<file path="config.mk">
export PLATFORM = sky130hd
export DESIGN_NAME = pc_fetch_ctrl_flat
export DESIGN_NICKNAME = d
export VERILOG_FILES = /design/src/rtl/pc_fetch_pkg.sv /design/src/rtl/pc_fetch_ctrl_if.sv /design/src/rtl/pc_fetch_lat_cnt.sv /design/src/rtl/pc_fetch_ctrl.sv /design/src/flat_wrapper.sv
export SDC_FILE = /design/constraint.sdc
export NUM_CORES = 1
export LEC_CHECK = 0
export CAP_MARGIN = 20
export CORE_MARGIN = 3
export CORE_UTILIZATION = 47
export CTS_BUF_LIST = sky130_fd_sc_hd__clkbuf_4
export CTS_CLUSTER_DIAMETER = 150
export DETAILED_ROUTE_END_ITERATION = 10
export PLACE_DENSITY = 0.79
export SLEW_MARGIN = 20
export SYNTH_ARGS = -nofsm -noshare
export SYNTH_HDL_FRONTEND = slang
export SYNTH_SLANG_ARGS = --single-unit
</file>
<file path="constraint.sdc">
create_clock -name clk -period 1.9 [get_ports clk]
set_input_delay 0.38 -clock clk [delete_from_list [all_inputs] [get_ports clk]]
set_output_delay 0.38 -clock clk [all_outputs]
set_load 0.01 [all_outputs]
</file>
<file path="src/rtl/pc_fetch_pkg.sv">
// Shared types and constants for the instruction-fetch sequencer.
// State encoding, latency limits and the latency-counter width.
package pc_fetch_pkg;

  typedef enum logic [2:0] {
    IDLE,
    READ,
    WAIT,
    PRESENT,
    STEP,
    DONE
  } state_e;

  localparam int MEM_LAT_MAX = 3;
  localparam int LAT_CNT_W   = $clog2(MEM_LAT_MAX + 1);

  // Value loaded in READ so that the counter reaches zero on the cycle ROM data is valid.
  function automatic logic [LAT_CNT_W-1:0] lat_load_val(input int mem_lat);
    return LAT_CNT_W'(mem_lat - 1);
  endfunction

endpackage

</file>
<file path="src/rtl/pc_fetch_ctrl_if.sv">
// Bus bundle between the fetch sequencer, the PC counter, the program ROM and decode.
// master = the fetch sequencer, slave = its environment.
interface pc_fetch_ctrl_if #(
  parameter int ADDR_W = 8,
  parameter int DATA_W = 16
);
  logic [ADDR_W-1:0] pc_addr;
  logic              pc_incr;
  logic [ADDR_W-1:0] mem_addr;
  logic              mem_rd_en;
  logic [DATA_W-1:0] mem_rdata;
  logic [DATA_W-1:0] instr_data;
  logic              instr_valid;
  logic              instr_ready;

  modport master (
    input  pc_addr, mem_rdata, instr_ready,
    output pc_incr, mem_addr, mem_rd_en, instr_data, instr_valid
  );

  modport slave (
    output pc_addr, mem_rdata, instr_ready,
    input  pc_incr, mem_addr, mem_rd_en, instr_data, instr_valid
  );
endinterface

</file>
<file path="src/rtl/pc_fetch_lat_cnt.sv">
// Loadable down-counter timing the ROM read latency; zero_o flags the data-valid cycle.
module pc_fetch_lat_cnt
  import pc_fetch_pkg::*;
(
  input  logic                 clk,
  input  logic                 reset,
  input  logic                 load_i,
  input  logic [LAT_CNT_W-1:0] load_val_i,
  input  logic                 dec_i,
  output logic                 zero_o
);

  logic [LAT_CNT_W-1:0] cnt_q;

  always_ff @(posedge clk or posedge reset) begin
    if (reset) begin
      cnt_q <= '0;
    end else if (load_i) begin
      cnt_q <= load_val_i;
    end else if (dec_i && (cnt_q != '0)) begin
      cnt_q <= cnt_q - 1'b1;
    end
  end

  assign zero_o = (cnt_q == '0);

endmodule

</file>
<file path="src/rtl/pc_fetch_ctrl.sv">
// Instruction-fetch sequencer: reads ROM at the PC, presents words downstream, pulses pc_incr.
// Optional FETCH_WRAP_STOP_EN: stop in DONE after the word at the top address.
module pc_fetch_ctrl
  import pc_fetch_pkg::*;
#(
  parameter int ADDR_W  = 8,
  parameter int DATA_W  = 16,
  parameter int MEM_LAT = 1
) (
  input  logic            clk,
  input  logic            reset,
  input  logic            start_i,
  output logic            busy_o,
  output logic            seq_err_o,
  pc_fetch_ctrl_if.master bus
);

  localparam logic [LAT_CNT_W-1:0] LAT_LOAD = lat_load_val(MEM_LAT);

  state_e            state_q;
  logic [ADDR_W-1:0] shadow_q;
  logic [ADDR_W-1:0] shadow_next;
  logic              after_step_q;
  logic              pc_incr_q;
  logic              rd_en_q;
  logic [DATA_W-1:0] instr_data_q;
  logic              instr_valid_q;
  logic              busy_q;
  logic              seq_err_q;
  logic              lat_zero;

  assign shadow_next = shadow_q + 1'b1;

  pc_fetch_lat_cnt u_lat_cnt (
    .clk        (clk),
    .reset      (reset),
    .load_i     (state_q == READ),
    .load_val_i (LAT_LOAD),
    .dec_i      (state_q == WAIT),
    .zero_o     (lat_zero)
  );

  always_ff @(posedge clk or posedge reset) begin
    if (reset) begin
      state_q       <= IDLE;
      shadow_q      <= '0;
      after_step_q  <= 1'b0;
      pc_incr_q     <= 1'b0;
      rd_en_q       <= 1'b0;
      instr_data_q  <= '0;
      instr_valid_q <= 1'b0;
      busy_q        <= 1'b0;
      seq_err_q     <= 1'b0;
    end else begin
      pc_incr_q <= 1'b0;
      rd_en_q   <= 1'b0;
      case (state_q)
        IDLE, DONE: begin
          if (start_i) begin
            state_q      <= READ;
            rd_en_q      <= 1'b1;
            busy_q       <= 1'b1;
            after_step_q <= 1'b0;
          end
        end
        READ: begin
          shadow_q <= bus.pc_addr;
          if (after_step_q && (bus.pc_addr != shadow_next)) begin
            seq_err_q <= 1'b1;
          end
          state_q <= WAIT;
        end
        WAIT: begin
          if (lat_zero) begin
            instr_data_q  <= bus.mem_rdata;
            instr_valid_q <= 1'b1;
            state_q       <= PRESENT;
          end
        end
        PRESENT: begin
          if (bus.instr_ready) begin
            instr_valid_q <= 1'b0;
`ifdef FETCH_WRAP_STOP_EN
            if (shadow_q == '1) begin
              state_q <= DONE;
              busy_q  <= 1'b0;
            end else begin
              state_q   <= STEP;
              pc_incr_q <= 1'b1;
            end
`else
            state_q   <= STEP;
            pc_incr_q <= 1'b1;
`endif
          end
        end
        STEP: begin
          state_q      <= READ;
          rd_en_q      <= 1'b1;
          after_step_q <= 1'b1;
        end
        default: begin
          state_q <= IDLE;
          busy_q  <= 1'b0;
        end
      endcase
    end
  end

  // The PC only settles at the STEP->READ edge, so the address follows pc_addr during the strobe.
  assign bus.mem_addr    = rd_en_q ? bus.pc_addr : '0;
  assign bus.mem_rd_en   = rd_en_q;
  assign bus.pc_incr     = pc_incr_q;
  assign bus.instr_data  = instr_data_q;
  assign bus.instr_valid = instr_valid_q;
  assign busy_o          = busy_q;
  assign seq_err_o       = seq_err_q;

endmodule

</file>
<file path="src/flat_wrapper.sv">
// flat-port wrapper written by rule: the top's interface ports become plain ports
module pc_fetch_ctrl_flat import pc_fetch_pkg::*;
#(
  parameter int ADDR_W  = 8,
  parameter int DATA_W  = 16,
  parameter int MEM_LAT = 1
)
  (clk, reset, start_i, busy_o, seq_err_o, bus_pc_addr, bus_mem_rdata, bus_instr_ready, bus_pc_incr, bus_mem_addr, bus_mem_rd_en, bus_instr_data, bus_instr_valid);
  pc_fetch_ctrl_if #(.ADDR_W(ADDR_W), .DATA_W(DATA_W)) bus_i ();
  input  logic clk;
  input  logic reset;
  input  logic start_i;
  output logic busy_o;
  output logic seq_err_o;
  input wire logic [$bits(bus_i.pc_addr)-1:0] bus_pc_addr;
  input wire logic [$bits(bus_i.mem_rdata)-1:0] bus_mem_rdata;
  input wire logic [$bits(bus_i.instr_ready)-1:0] bus_instr_ready;
  output wire logic [$bits(bus_i.pc_incr)-1:0] bus_pc_incr;
  output wire logic [$bits(bus_i.mem_addr)-1:0] bus_mem_addr;
  output wire logic [$bits(bus_i.mem_rd_en)-1:0] bus_mem_rd_en;
  output wire logic [$bits(bus_i.instr_data)-1:0] bus_instr_data;
  output wire logic [$bits(bus_i.instr_valid)-1:0] bus_instr_valid;
  assign bus_i.pc_addr = bus_pc_addr;
  assign bus_i.mem_rdata = bus_mem_rdata;
  assign bus_i.instr_ready = bus_instr_ready;
  assign bus_pc_incr = bus_i.pc_incr;
  assign bus_mem_addr = bus_i.mem_addr;
  assign bus_mem_rd_en = bus_i.mem_rd_en;
  assign bus_instr_data = bus_i.instr_data;
  assign bus_instr_valid = bus_i.instr_valid;
  pc_fetch_ctrl #(.ADDR_W(ADDR_W), .DATA_W(DATA_W), .MEM_LAT(MEM_LAT)) u_core (.clk(clk), .reset(reset), .start_i(start_i), .busy_o(busy_o), .seq_err_o(seq_err_o), .bus(bus_i));
endmodule
</file>
==> impl_metrics.yaml <==
status:
  outcome: "completed"
sta:
  finalCritPeriodShare_pct: 90.46
  max_slew_margin_pct: 69.00
  whs_ns: 0.4255
  setup_ws_ns: 0.1813
  fmax_ghz: 0.5818
  fin_crit_ns: 1.719
  final.setup.tns_ns: 0
  finalClockSkew_ns: 0.01033
  rsz0062_at_grt: "no"
  worst_slew_pin_slew_ns: 0.4646
  slew_viol_final: 0
  setup_violations: 0
  hold_violations: 0
setup_path:
  critPathMaxStageDelay_ns: 0.55
  crit_family: "buffers and inverters"
  critPathSlowestCell: "clkdlybuf4s50_1"
  critPathLaunchType: "flop"
  worstPathCellList: "clkdlybuf4s50_1"
  path_class: "flop to primary output"
  crit_path_max_fanout: 9
  critPathCaptureType: "primary output"
  arrival_ns: 1.34
  critPathBufInv: 1
  crit_required_ns: 1.52
die:
  placementRows: 21
  core-area_um2: 3442
  die_area_um2: 4460
  fp.dieW_um: 66.79
  start_util_pct: 50.45
  die_y_um: 66.79
  num_io_pins: 57
route:
  drtAntennaViolNets: 0
  wl_um: 3571
  via_count: 1362
  firstDrtPassIters: 5
  initialDrtViolationCount: 47
  wire_per_inst_um: 13.63
  avgViaCountPerCell: 5.198
  drcViolationCount: 0
grt:
  grtUsageMet3_pct: 5.902
  grt_overflow_total: 0
  use_met2_pct: 30.82
  busiest_layer: "met2"
  grt_pass1_wl_um: 5975
  grt_use_met1_pct: 20.15
  grtUsageTotal_pct: 18.06
  grt_max_degree: 36
  grt_pass1_vias: 1396
  antenna_found_initial: 0
layout:
  final_common_cell: "clkdlybuf4s50_1"
  fillers: 262
  nNetsFinal: 245
  stdcell_area_um2: 2486
  finalNonFillerCells: 262
  insertedDiodeCount: 0
  utilization_pct: 72.23
  area_growth_pct: 43.16
  final_cell_mix: "clkdlybuf4s50_1, dfrtp_1, mux2_2"
  drive_gt1_share_pct: 22.22
synth:
  synth_edf_count: 0
  yosysWarnings: 0
  synth_fp_nets: 178
  syn_area_per_cell_um2: 11.73
  synth_cells: 148
  synth_top_flop_cell: "dfrtp_1"
  ys_async_sr_fraction_pct: 100.0
  synth_top_area_share_pct: 50.43
  ys_seq_elements: 35
  synth_seq_area_share_pct: 50.43
  yosysUniqueCellTypes: 36
  yosys.area.top_type: "dfrtp_1"
  synthTopCellsByArea: "dfrtp_1, mux2_2, xnor2_1, and2_1, xor2_1"
  synth_area_um2: 1737
clocking:
  cts_tree: "done"
  cts_root_buf: "clkbuf_4"
  postCtsSetupBuffers: 0
  ctsResizeCount: 3
  cts_hold_buf: 0
  clkSinkCount: 35
  clockBufferDepth: 2
  h-tree-depth: 2
  clkSlewWorstSetupHoldPaths_ns: 0.11
  cts_buffers: 5
  clk_latency_ns: 0.35
power_and_ir_drop:
  totalPowerFinal_mw: 3.771
  power.leakage_nw: 1.132
  peakVddDrop_mv: 0.7826
  p_per_area_nw_per_um2: 1517
placed_design:
  portBuffers: 56
  dpl_worst_slack_ns: -0.01683
  place_congestion: 0.8729
  dp_cells: 254
  dpl.hpwl_um: 2710
  place_area_um2: 2391
min_path:
  hold_class: "primary input to asynchronous set/reset pin"
flow_run:
  drv_cap: 0
[report_power, final]
part,switching (mW),internal [mW]
Sequential,0.298,1.08
Clock,0.258,0.277
Combinational,0.746,1.11
Total,1.30,2.47
[Yosys cell counts (3+ instances only)]
library cell	number
dfrtp_1	35
mux2_2	24
and2_1	9
nand2_1	8
a21oi_1	7
xnor2_1	7
inv_1	6
nor2_1	5
o21ai_0	5
xor2_1	5
nand2b_1	4
nand3_1	3
[state kept, by name (all words and copies together) (netlist names)]
signal	cells
u_core.bus.instr_valid	1
u_core.after_step_q	1
u_core.busy_o	1
u_core.u_lat_cnt.cnt_q	2
u_core.shadow_q	8
u_core.state_q	3
u_core.bus.pc_incr	1
u_core.bus.instr_data	16
u_core.seq_err_o	1
u_core.bus.mem_rd_en	1
[path summary, 6_finish.rpt]
kind,slack (ns),end,start,depth (start not counted)
max,0.18,bus_mem_rd_en,u_core.bus.mem_rd_en$_DFF_PP0_,1
min,0.43,u_core.bus.instr_data[3]$_DFFE_PP0P_,reset,3
max reg2reg,0.26,u_core.seq_err_o$_DFFE_PP0P_,u_core.shadow_q[0]$_DFFE_PP0P_,5
min reg2reg,0.51,u_core.busy_o$_DFFE_PP0P_,u_core.busy_o$_DFFE_PP0P_,1
max in group asynchronous,1.16,u_core.bus.mem_rd_en$_DFF_PP0_,reset,3
min in group clk,0.51,u_core.busy_o$_DFFE_PP0P_,u_core.busy_o$_DFFE_PP0P_,1
[area by class of cell]
class / instances / area, um^2 / share of cell area (%)
tap: 46 / 57.56 / 2.315
sequential: 35 / 877.1 / 35.28
inverter: 6 / 22.52 / 0.9059
clock inverter: 3 / 43.79 / 1.761
clock buffer: 5 / 37.54 / 1.510
timing repair buffer: 67 / 655.6 / 26.37
multi-input combinational: 100 / 792.0 / 31.86
[cells by family (layout without fill, tap and decap cells)]
logic type / after synthesis / after routing / synth area share (%)
compound gates: 24 / 24 / 9.439
xor+xnor: 12 / 12 / 6.052
fa+ha+maj: 2 / 2 / 1.441
buf+inv: 13 / 81 / 3.962
flops: 35 / 35 / 50.43
mux: 24 / 24 / 15.56
simple gates: 38 / 38 / 13.11
[metal layers]
metal | wire length, um | share of wire [%]
met3 | 216 | 6.0
met1 | 1466 | 41
met5 | 0 | 0
met2 | 1822 | 51
met4 | 65 | 1.8
Note: power is estimated with default switching activity, not from simulation.
